[src/rtl/imm_offs_stage.sv]
// Per-lane immediate / branch-offset / target generator between ID and EX.
// Results are computed at the input and held in a 2-entry (main + skid) FIFO.
module imm_offs_stage #(
    parameter int unsigned WORD  = 32,
    parameter int unsigned LANES = 1
) (
    input  logic                  clk,
    input  logic                  rst,
    input  logic                  flush,
    input  logic                  in_valid,
    output logic                  in_ready,
    input  logic [LANES*WORD-1:0] in_inst,
    input  logic [WORD-1:0]       in_pc,
    output logic                  out_valid,
    input  logic                  out_ready,
    output logic [LANES*WORD-1:0] out_imm,
    output logic [LANES*WORD-1:0] out_offs,
    output logic [LANES*WORD-1:0] out_tgt,
    output logic [LANES-1:0]      out_undef,
    output logic [WORD-1:0]       out_pc
);

    typedef struct packed {
        logic [LANES*WORD-1:0] imm;
        logic [LANES*WORD-1:0] offs;
        logic [LANES*WORD-1:0] tgt;
        logic [LANES-1:0]      undef;
        logic [WORD-1:0]       pc;
    } bundle_t;

    // Key = {inst[30:28], inst[25], inst[22]}, priority from the top bit down.
    function automatic logic [WORD-1:0] imm_of(input logic [WORD-1:0] inst);
        logic [WORD-1:0] imm;
        imm = '0;
        if (inst[30]) begin
            imm = 32'h4;
        end else if (inst[29]) begin
            imm = {{20{inst[21]}}, inst[21:10]};
        end else if (inst[28]) begin
            imm = {{12{inst[24]}}, inst[24:5]};
        end else if (inst[25]) begin
            imm = inst[24] ? {{20{inst[21]}}, inst[21:10]} : {20'b0, inst[21:10]};
        end else if (inst[22]) begin
            imm = {27'b0, inst[14:10]};
        end
        return imm;
    endfunction

    function automatic logic undef_of(input logic [WORD-1:0] inst);
        return (inst[30:28] == 3'b000) && !inst[25] && !inst[22];
    endfunction

    function automatic logic [WORD-1:0] offs_of(input logic [WORD-1:0] inst);
        logic [WORD-1:0] offs;
        if (inst[31:27] == 5'b01010) begin
            offs = {{4{inst[9]}}, inst[9:0], inst[25:10], 2'b00};
        end else begin
            offs = {{14{inst[25]}}, inst[25:10], 2'b00};
        end
        return offs;
    endfunction

    bundle_t w_new;
    bundle_t r_m;
    bundle_t r_s;
    logic    r_m_valid;
    logic    r_s_valid;
    logic    w_accept;
    logic    w_pop;

    always_comb begin
        w_new    = '0;
        w_new.pc = in_pc;
        for (int k = 0; k < LANES; k++) begin
            w_new.imm[k*WORD +: WORD]  = imm_of(in_inst[k*WORD +: WORD]);
            w_new.offs[k*WORD +: WORD] = offs_of(in_inst[k*WORD +: WORD]);
            w_new.tgt[k*WORD +: WORD]  = in_pc + WORD'(4 * k) + offs_of(in_inst[k*WORD +: WORD]);
            w_new.undef[k]             = undef_of(in_inst[k*WORD +: WORD]);
        end
    end

    // Skid occupancy is a register, so in_ready never depends on out_ready.
    assign in_ready = ~r_s_valid;
    assign w_accept = in_valid & in_ready;
    assign w_pop    = r_m_valid & out_ready;

    always_ff @(posedge clk) begin
        if (rst) begin
            r_m_valid <= 1'b0;
            r_s_valid <= 1'b0;
            r_m       <= '0;
            r_s       <= '0;
        end else if (flush) begin
            r_m_valid <= 1'b0;
            r_s_valid <= 1'b0;
        end else if (!r_m_valid || w_pop) begin
            if (r_s_valid) begin
                r_m       <= r_s;
                r_m_valid <= 1'b1;
                r_s_valid <= 1'b0;
            end else begin
                r_m_valid <= w_accept;
                if (w_accept) begin
                    r_m <= w_new;
                end
            end
        end else if (w_accept) begin
            r_s       <= w_new;
            r_s_valid <= 1'b1;
        end
    end

    assign out_valid = r_m_valid;
    assign out_imm   = r_m.imm;
    assign out_offs  = r_m.offs;
    assign out_tgt   = r_m.tgt;
    assign out_undef = r_m.undef;
    assign out_pc    = r_m.pc;

endmodule
[config.mk]
export PLATFORM = sky130hd
export DESIGN_NAME = imm_offs_stage
export DESIGN_NICKNAME = d
export VERILOG_FILES = /design/src/rtl/imm_offs_stage.sv
export SDC_FILE = /design/constraint.sdc
export NUM_CORES = 1
export LEC_CHECK = 0
export CAP_MARGIN = 5
export CORE_MARGIN = 2
export CORE_UTILIZATION = 53
export DETAILED_ROUTE_END_ITERATION = 7
export GPL_TIMING_DRIVEN = 0
export PLACE_DENSITY = 0.88
export SYNTH_ARGS = -nofsm -noshare
export SYNTH_HDL_FRONTEND = slang
export SYNTH_SLANG_ARGS = --single-unit
[constraint.sdc]
create_clock -name clk -period 3.5 [get_ports clk]
set_input_delay 0.35 -clock clk [delete_from_list [all_inputs] [get_ports clk]]
set_output_delay 0.35 -clock clk [all_outputs]
set_load 0.02 [all_outputs]
==> results.yml, run 1 <==
status:
  outcome: "complete, no violations"
routing:
  wl_mm: 37.7
  wl_per_cell_um: 20.4
  firstDrtPassIters: 5
  viasPerCell: 6.00
  final_antenna_net_count: 0
  post-route-drc-count: 0
  vias: 11100
  drt-initial-drc-count: 1108
critical_path:
  crit_arrival_ns: 3.78
  critPathKind: "input port to flop"
  worst_setup_path_end_kind: "flop"
  crit_path_max_fanout: 10
  required_ns: 3.91
  cp-start-kind: "input port"
grt:
  track_usage: 0.334
  grt_pass1_vias: 10300
  grt_first_pass_wirelength_mm: 57.2
  antenna_found_initial: 0
  gr-total-overflow: 0
  grt_max_degree: 15
job:
  cap_violations: 0
sta:
  setup_viol: 0
  slew_violations: 0
  min_period_ns: 3.36
  clock_skew_ns: 0.0290
  hold_viol_final: 0
  maxSlewHeadroom: 0.366
  rsz0062_at_grt: "true"
  fmax_mhz: 297
  tns_ns: 0
  setup_ws_ns: 0.137
  worst_slew_pin_slew_ns: 0.951
  timing.final.crit_share: 0.961
power_and_ir_drop:
  p_seq_frac: 0.409
  p_per_area_mw_per_mm2: 463
  peakVddDrop_uv: 349
  leakage_nw: 5.02
  fin_total_pwr_mw: 6.52
  swShare: 0.292
  combPwrFrac: 0.206
  power.switching_mw: 1.90
  p_int_mw: 4.62
  clockPowerShare: 0.385
clocking:
  cts-root-buf: "clkbuf_16"
  cts_buffers: 23
  h-tree-depth: 1
  cts.path.max_buffers: 3
  cts_tree: "yes"
  cts_hold_buf: 0
  clock_sinks: 220
  path_clk_slew_ns: 0.05
  clock_latency_ns: 0.53
floorplanning:
  io_pins: 200
  start_util: 0.539
  rows: 52
  fp.dieW_um: 147
  dieArea_mm2: 0.0217
  fp.dieH_um: 147
  core-area_mm2: 0.0202
final_layout:
  drive_gt1_frac: 0.0835
  regArea_mm2: 0.00440
  area_growth_pct: 29.3
  n_fill_cell: 1595
  fin_util: 0.696
  fin_nets: 1668
  multi_input_area_mm2: 0.00599
  num_antenna_cells: 0
  fin_area_mm2: 0.0141
logic_synthesis:
  syn_area_mm2: 0.0109
  synth_edf_count: 0
  ys_types: 67
  yosys_warnings: 0
  ys_seq_area_frac: 0.404
  avgSynthCellArea_um2: 8.12
  synth-seq-cells: 220
  netlist_instances: 1342
  synth_top_flop_cell: "dfxtp_1"
  async_flop_share: 0
place:
  hpwl_mm: 28.2
  gp_congestion: 0.972
  placed_area_mm2: 0.0132
  portBuffers: 195
  pre_cts_ws_ns: -0.518
hold_path:
  hold_class: "input port to flop"
## metal layers
metal  vias to the layer above  part of all wire  global-route usage
li1                       5177                 -                   -
met1                      5156              0.42               0.465
met3                       103              0.10              0.0537
met2                       658              0.44               0.531
met5                         -                 0                   0
met4                         0             0.037               0.115
## power groups by stage
stage	Combinational [mW]	Clock (mW)	Sequential [mW]
detailed placement	1.29	0	2.72
finish	1.35	2.51	2.67
global placement	1.28	0	2.72
global route	1.43	2.61	2.68
floorplan	0.639	0	2.82
CTS	1.30	2.51	2.66
## kinds of logic (layout without fill, tap and decap cells)
group	Yosys count	count (layout)	share of synthesized area
AND/OR/NAND/NOR	472	472	0.188
multiplexers	71	71	0.0652
buffers and inverters	136	373	0.0566
adder cells (fa/ha/maj)	34	34	0.0397
XOR/XNOR	18	18	0.0145
AO/OA/AOI/OAI	390	390	0.231
other	1	2	0.000344
flip-flops	220	220	0.404
## synth_stat cells, types with 2 or more instances
library cell    n  area share
clkbuf_1       66       0.023
a31oi_1         7      0.0040
a21o_1          4      0.0028
a22oi_1        13      0.0090
o21ai_1         4      0.0018
a21oi_2         5      0.0040
nand3b_1        5      0.0034
o311ai_0        3      0.0024
or4_1           3      0.0021
a21oi_1       137       0.063
mux2i_1        71       0.065
or3_1          17      0.0098
a31oi_2         2      0.0023
nor2_1        148       0.051
nor3_1         23       0.011
nand3_1        15      0.0069
nand2b_1        2      0.0011
inv_1          16      0.0055
o21a_1         11      0.0076
a22o_1          2      0.0016
buf_4          20       0.014
nand3_2         2      0.0018
and2_1          2      0.0011
buf_1           8      0.0028
a211oi_2        4      0.0046
a211oi_1       94       0.065
xor2_1          8      0.0064
o211ai_1       15       0.010
dfxtp_1       220        0.40
a311oi_1        3      0.0024
o21bai_1        3      0.0021
a221oi_1        3      0.0024
ha_1           33       0.038
xnor2_1        10      0.0080
and3_1         10      0.0057
buf_2          25       0.011
nor2b_1         8      0.0046
nand4_1         5      0.0029
o22ai_1         6      0.0034
o21ai_0        61       0.028
nand2_1       222       0.076
## metrics by stage
step / hold slack, ns / std cells
final: 0.310 / 1850
after global routing: 0.339 / 1850
after CTS: 0.285 / 1848
after detailed placement: 0.439 / 1808
after global placement: 0.428 / 1808
after floorplan: 0.417 / 1343
## flip-flops by register name, indices dropped and copies added (netlist names)
signal,cells
out_tgt,32
out_pc,30
out_offs,26
r_s_valid,1
out_imm,20
r_s,109
out_valid,1
out_undef,1
## worst paths after layout
path | from | endpoint | slack [ns] | depth (start not counted)
min reg2reg | r_s[50] | r_s[50] | 0.45 | 2
max reg2reg | r_s_valid | out_tgt[5] | 0.68 | 6
max | in_inst[30] | r_s[64] | 0.14 | 16
min | rst | r_s[54] | 0.31 | 3
## placed cells by master (no fill, tap or decap), types with 4 or more instances in the layout
cell             instances
nor2_1                 147
clkbuf_1                69
o22ai_1                  6
o211ai_1                15
xor2_1                   8
a211oi_1                93
buf_4                   22
clkbuf_8                 6
o21ai_0                 57
a211oi_2                 5
nand4_1                  5
a21oi_1                125
nor2b_1                  8
a31oi_1                  7
buf_2                   25
nand3_1                 15
dfxtp_1                220
nor3_1                  22
nand2_1                222
o21ai_1                  5
or3_1                   17
clkbuf_16               23
nand3b_1                 5
ha_1                    31
inv_1                   16
a21oi_4                  4
mux2i_1                 71
a21oi_2                 13
a22oi_1                 13
and3_1                  10
clkdlybuf4s50_1        194
xnor2_1                 10
o21a_1                  11
a21o_1                   4
buf_1                    8
## repair_timing
item,CTS,global route
endpoints found under the setup margin,2,23
buffers inserted,0,2
pin swaps,0,1
gates resized for setup,2,29
## area by class of cell
cell class,count,share of cell area
Buffer,119,0.0393
Clock buffer,32,0.0475
Clock inverter,8,0.00702
Inverter,17,0.00453
Multi-Input combinational cell,987,0.425
Sequential cell,220,0.313
Tap cell,270,0.0240
Timing Repair Buffer,197,0.140
## critical path, stage by stage
cell	delay (ns)
clkdlybuf4s50_1	0.54
inv_1	0.12
nor4_4	0.32
nor2b_1	0.07
buf_2	0.23
a21oi_4	0.22
inv_1	0.12
ha_1	0.29
buf_2	0.18
nand2_1	0.15
a21oi_1	0.20
a211oi_2	0.08
nor3_1	0.26
a31oi_2	0.18
o21a_1	0.22
a211oi_1	0.23
Power figures use the tool's default switching activity.
==> run 2: changes to the inputs <==
Settings changed: MAX_ROUTING_LAYER set to met4.
==> run 2 against run 1 <==
Against the previous run:
- combinational power about the same
- register-to-register slack got worse by 0.03 ns
- sequential cell count unchanged
- worst setup slack worse by 0.043 ns
- non-clock buffer count is the same
- sequential share of layout area rose by 0.26 points
- power fell by 2.3%
- worst hold slack got worse by 0.011 ns
- first-iteration DRC count fell by 12%
- via count rose by 0.79%
- largest cell class unchanged
- largest power group unchanged
- highest routed layer unchanged
==> results.yml, run 2 (same netlist as run 1, synthesis figures left out) <==
sta:
  slew_violations: 0
  hold_viol_final: 0
  maxSlewHeadroom: 0.377
  worst_slew_pin_slew_ns: 0.935
  clock_skew_ns: 0.0100
  min_period_ns: 3.41
  fmax_mhz: 294
  rsz0062_at_grt: "false"
  setup_viol: 0
  timing.final.crit_share: 0.973
clocking:
  path_clk_slew_ns: 0.07
  cts_tree: "yes"
  cts-root-buf: "clkbuf_16"
  clock_sinks: 220
  cts.path.max_buffers: 3
  clock_latency_ns: 0.53
  h-tree-depth: 1
  cts_buffers: 23
final_layout:
  num_antenna_cells: 0
  area_growth_pct: 28.2
  layout_commonest_cell: "nand2_1"
  layout_common_cells: "nand2_1, dfxtp_1, clkdlybuf4s50_1"
  largest-register: "r_s"
  fin_area_mm2: 0.0140
  fin_nets: 1668
  layout.cells.non_filler: 1850
  largest_register_ffs: 109
  fin_util: 0.691
  drive_gt1_frac: 0.0747
routing:
  post-route-drc-count: 0
  wl_mm: 38.9
  drt-initial-drc-count: 974
  vias: 11200
  routed.top_layer: "met4"
  viasPerCell: 6.04
  wl_met1_mm: 16.1
  firstDrtPassIters: 6
  wl_per_cell_um: 21.0
  wl_met3_mm: 3.96
  final_antenna_net_count: 0
  dr_wl_met2_mm: 17.0
floorplanning:
  core-area_mm2: 0.0202
  dieArea_mm2: 0.0217
  io_pins: 200
  rows: 52
  start_util: 0.539
  fp.dieW_um: 147
  fp.dieH_um: 147
hold_path:
  worstHoldPathCells: 3
  min_from: "rst"
  holdPathEnd: "r_s[54]"
  hold_class: "input port to flop"
grt:
  grt_max_degree: 15
  grt_pass1_vias: 10500
  gr-total-overflow: 0
  antenna_found_initial: 0
  grt_first_pass_wirelength_mm: 58.0
  track_usage: 0.352
job:
  cap_violations: 0
place:
  placed_area_mm2: 0.0132
  hpwl_mm: 28.9
  portBuffers: 195
  dp.cells: 1808
  gp_congestion: 0.956
critical_path:
  crit_arrival_ns: 3.78
  reg2reg_depth: 7
  cp_slowest_stage_delay_ns: 0.55
  cp-start-kind: "input port"
  crit_path_max_fanout: 10
  rrSetupSlack_ns: 0.65
  reg2reg_to: "out_imm[17]"
  crit_chain: "clkdlybuf4s50_1 > inv_1 > nor4_4 > nor2b_1 > buf_2 > a21oi_2 > inv_1 > ha_1 > buf_2 > nand2_1 > o21ai_0 > a21oi_1 > o21ai_0 > a31oi_1 > xor2_1 > o22ai_1"
  crit_slowest_cell: "clkdlybuf4s50_1"
  worst_setup_path_end_kind: "flop"
  r2r_start: "r_s_valid"
  required_ns: 3.88
  critPathKind: "input port to flop"
power_and_ir_drop:
  peakVddDrop_uv: 430
  leakage_nw: 4.98
  p_per_area_mw_per_mm2: 456
  fin_total_pwr_mw: 6.37
status:
  outcome: "complete, no violations"
[run 2: worst max path at each step]
stage | from | endpoint | slack, ns
floorplan | in_inst[30] | out_tgt[28] | 0.77
global placement | in_inst[30] | out_tgt[31] | -0.49
detailed placement | in_inst[30] | out_tgt[31] | -0.51
CTS | in_inst[30] | r_s[64] | 0.01
global route | in_inst[30] | out_tgt[30] | 0.001
finish | in_inst[30] | out_tgt[29] | 0.09
[run 2: power by group]
| part | internal, mW | switching [mW] |
|---|---|---|
| combinational | 0.530 | 0.809 |
| sequential | 2.60 | 0.0610 |
| clock | 1.33 | 1.04 |
[run 2: stage by stage]
step	hold WS, ns	setup WS, ns	TNS [ns]
2_1_floorplan	0.417	0.767	0
6_report	0.299	0.0936	0
4_1_cts	0.293	0.0146	0
3_5_place_dp	0.439	-0.512	-8.24
5_1_grt	0.369	0.00136	0
3_3_place_gp	0.427	-0.490	-7.44
[run 2: critical path: cells and delay by family]
family,cells,cell delay (ns)
compound gates,6,1.22
buf+inv,5,1.15
simple gates,3,0.55
fa+ha+maj,1,0.26
xor+xnor,1,0.25
[run 2: area by class of cell]
class	count	area, um2
plain buffers	119	553
clock buffers	34	667
clock inverters	6	51.3
fillers	1656	6260
inverters	17	63.8
multi-input cells	987	5930
flip-flops and latches	220	4400
well taps	270	338
repair buffers	197	1970
[run 2: metal layers]
metal  track usage  vias to the layer above
li1              -                     5182
met2         0.536                      639
met5             -                        -
met1         0.456                     5235
met4         0.156                        0
met3        0.0716                      126
[run 2: timing repair]
action	4_1_cts	5_1_grt
buffers inserted	0	2
hold buffers	0	0
gates resized for setup	0	14
setup endpoints to repair	0	20
==> run 3: changes to the inputs <==
Settings changed: MAX_ROUTING_LAYER met4 to unset.
==> results of run 3 <==
No change in the layout: final DEF, timing and power equal those of run 1.
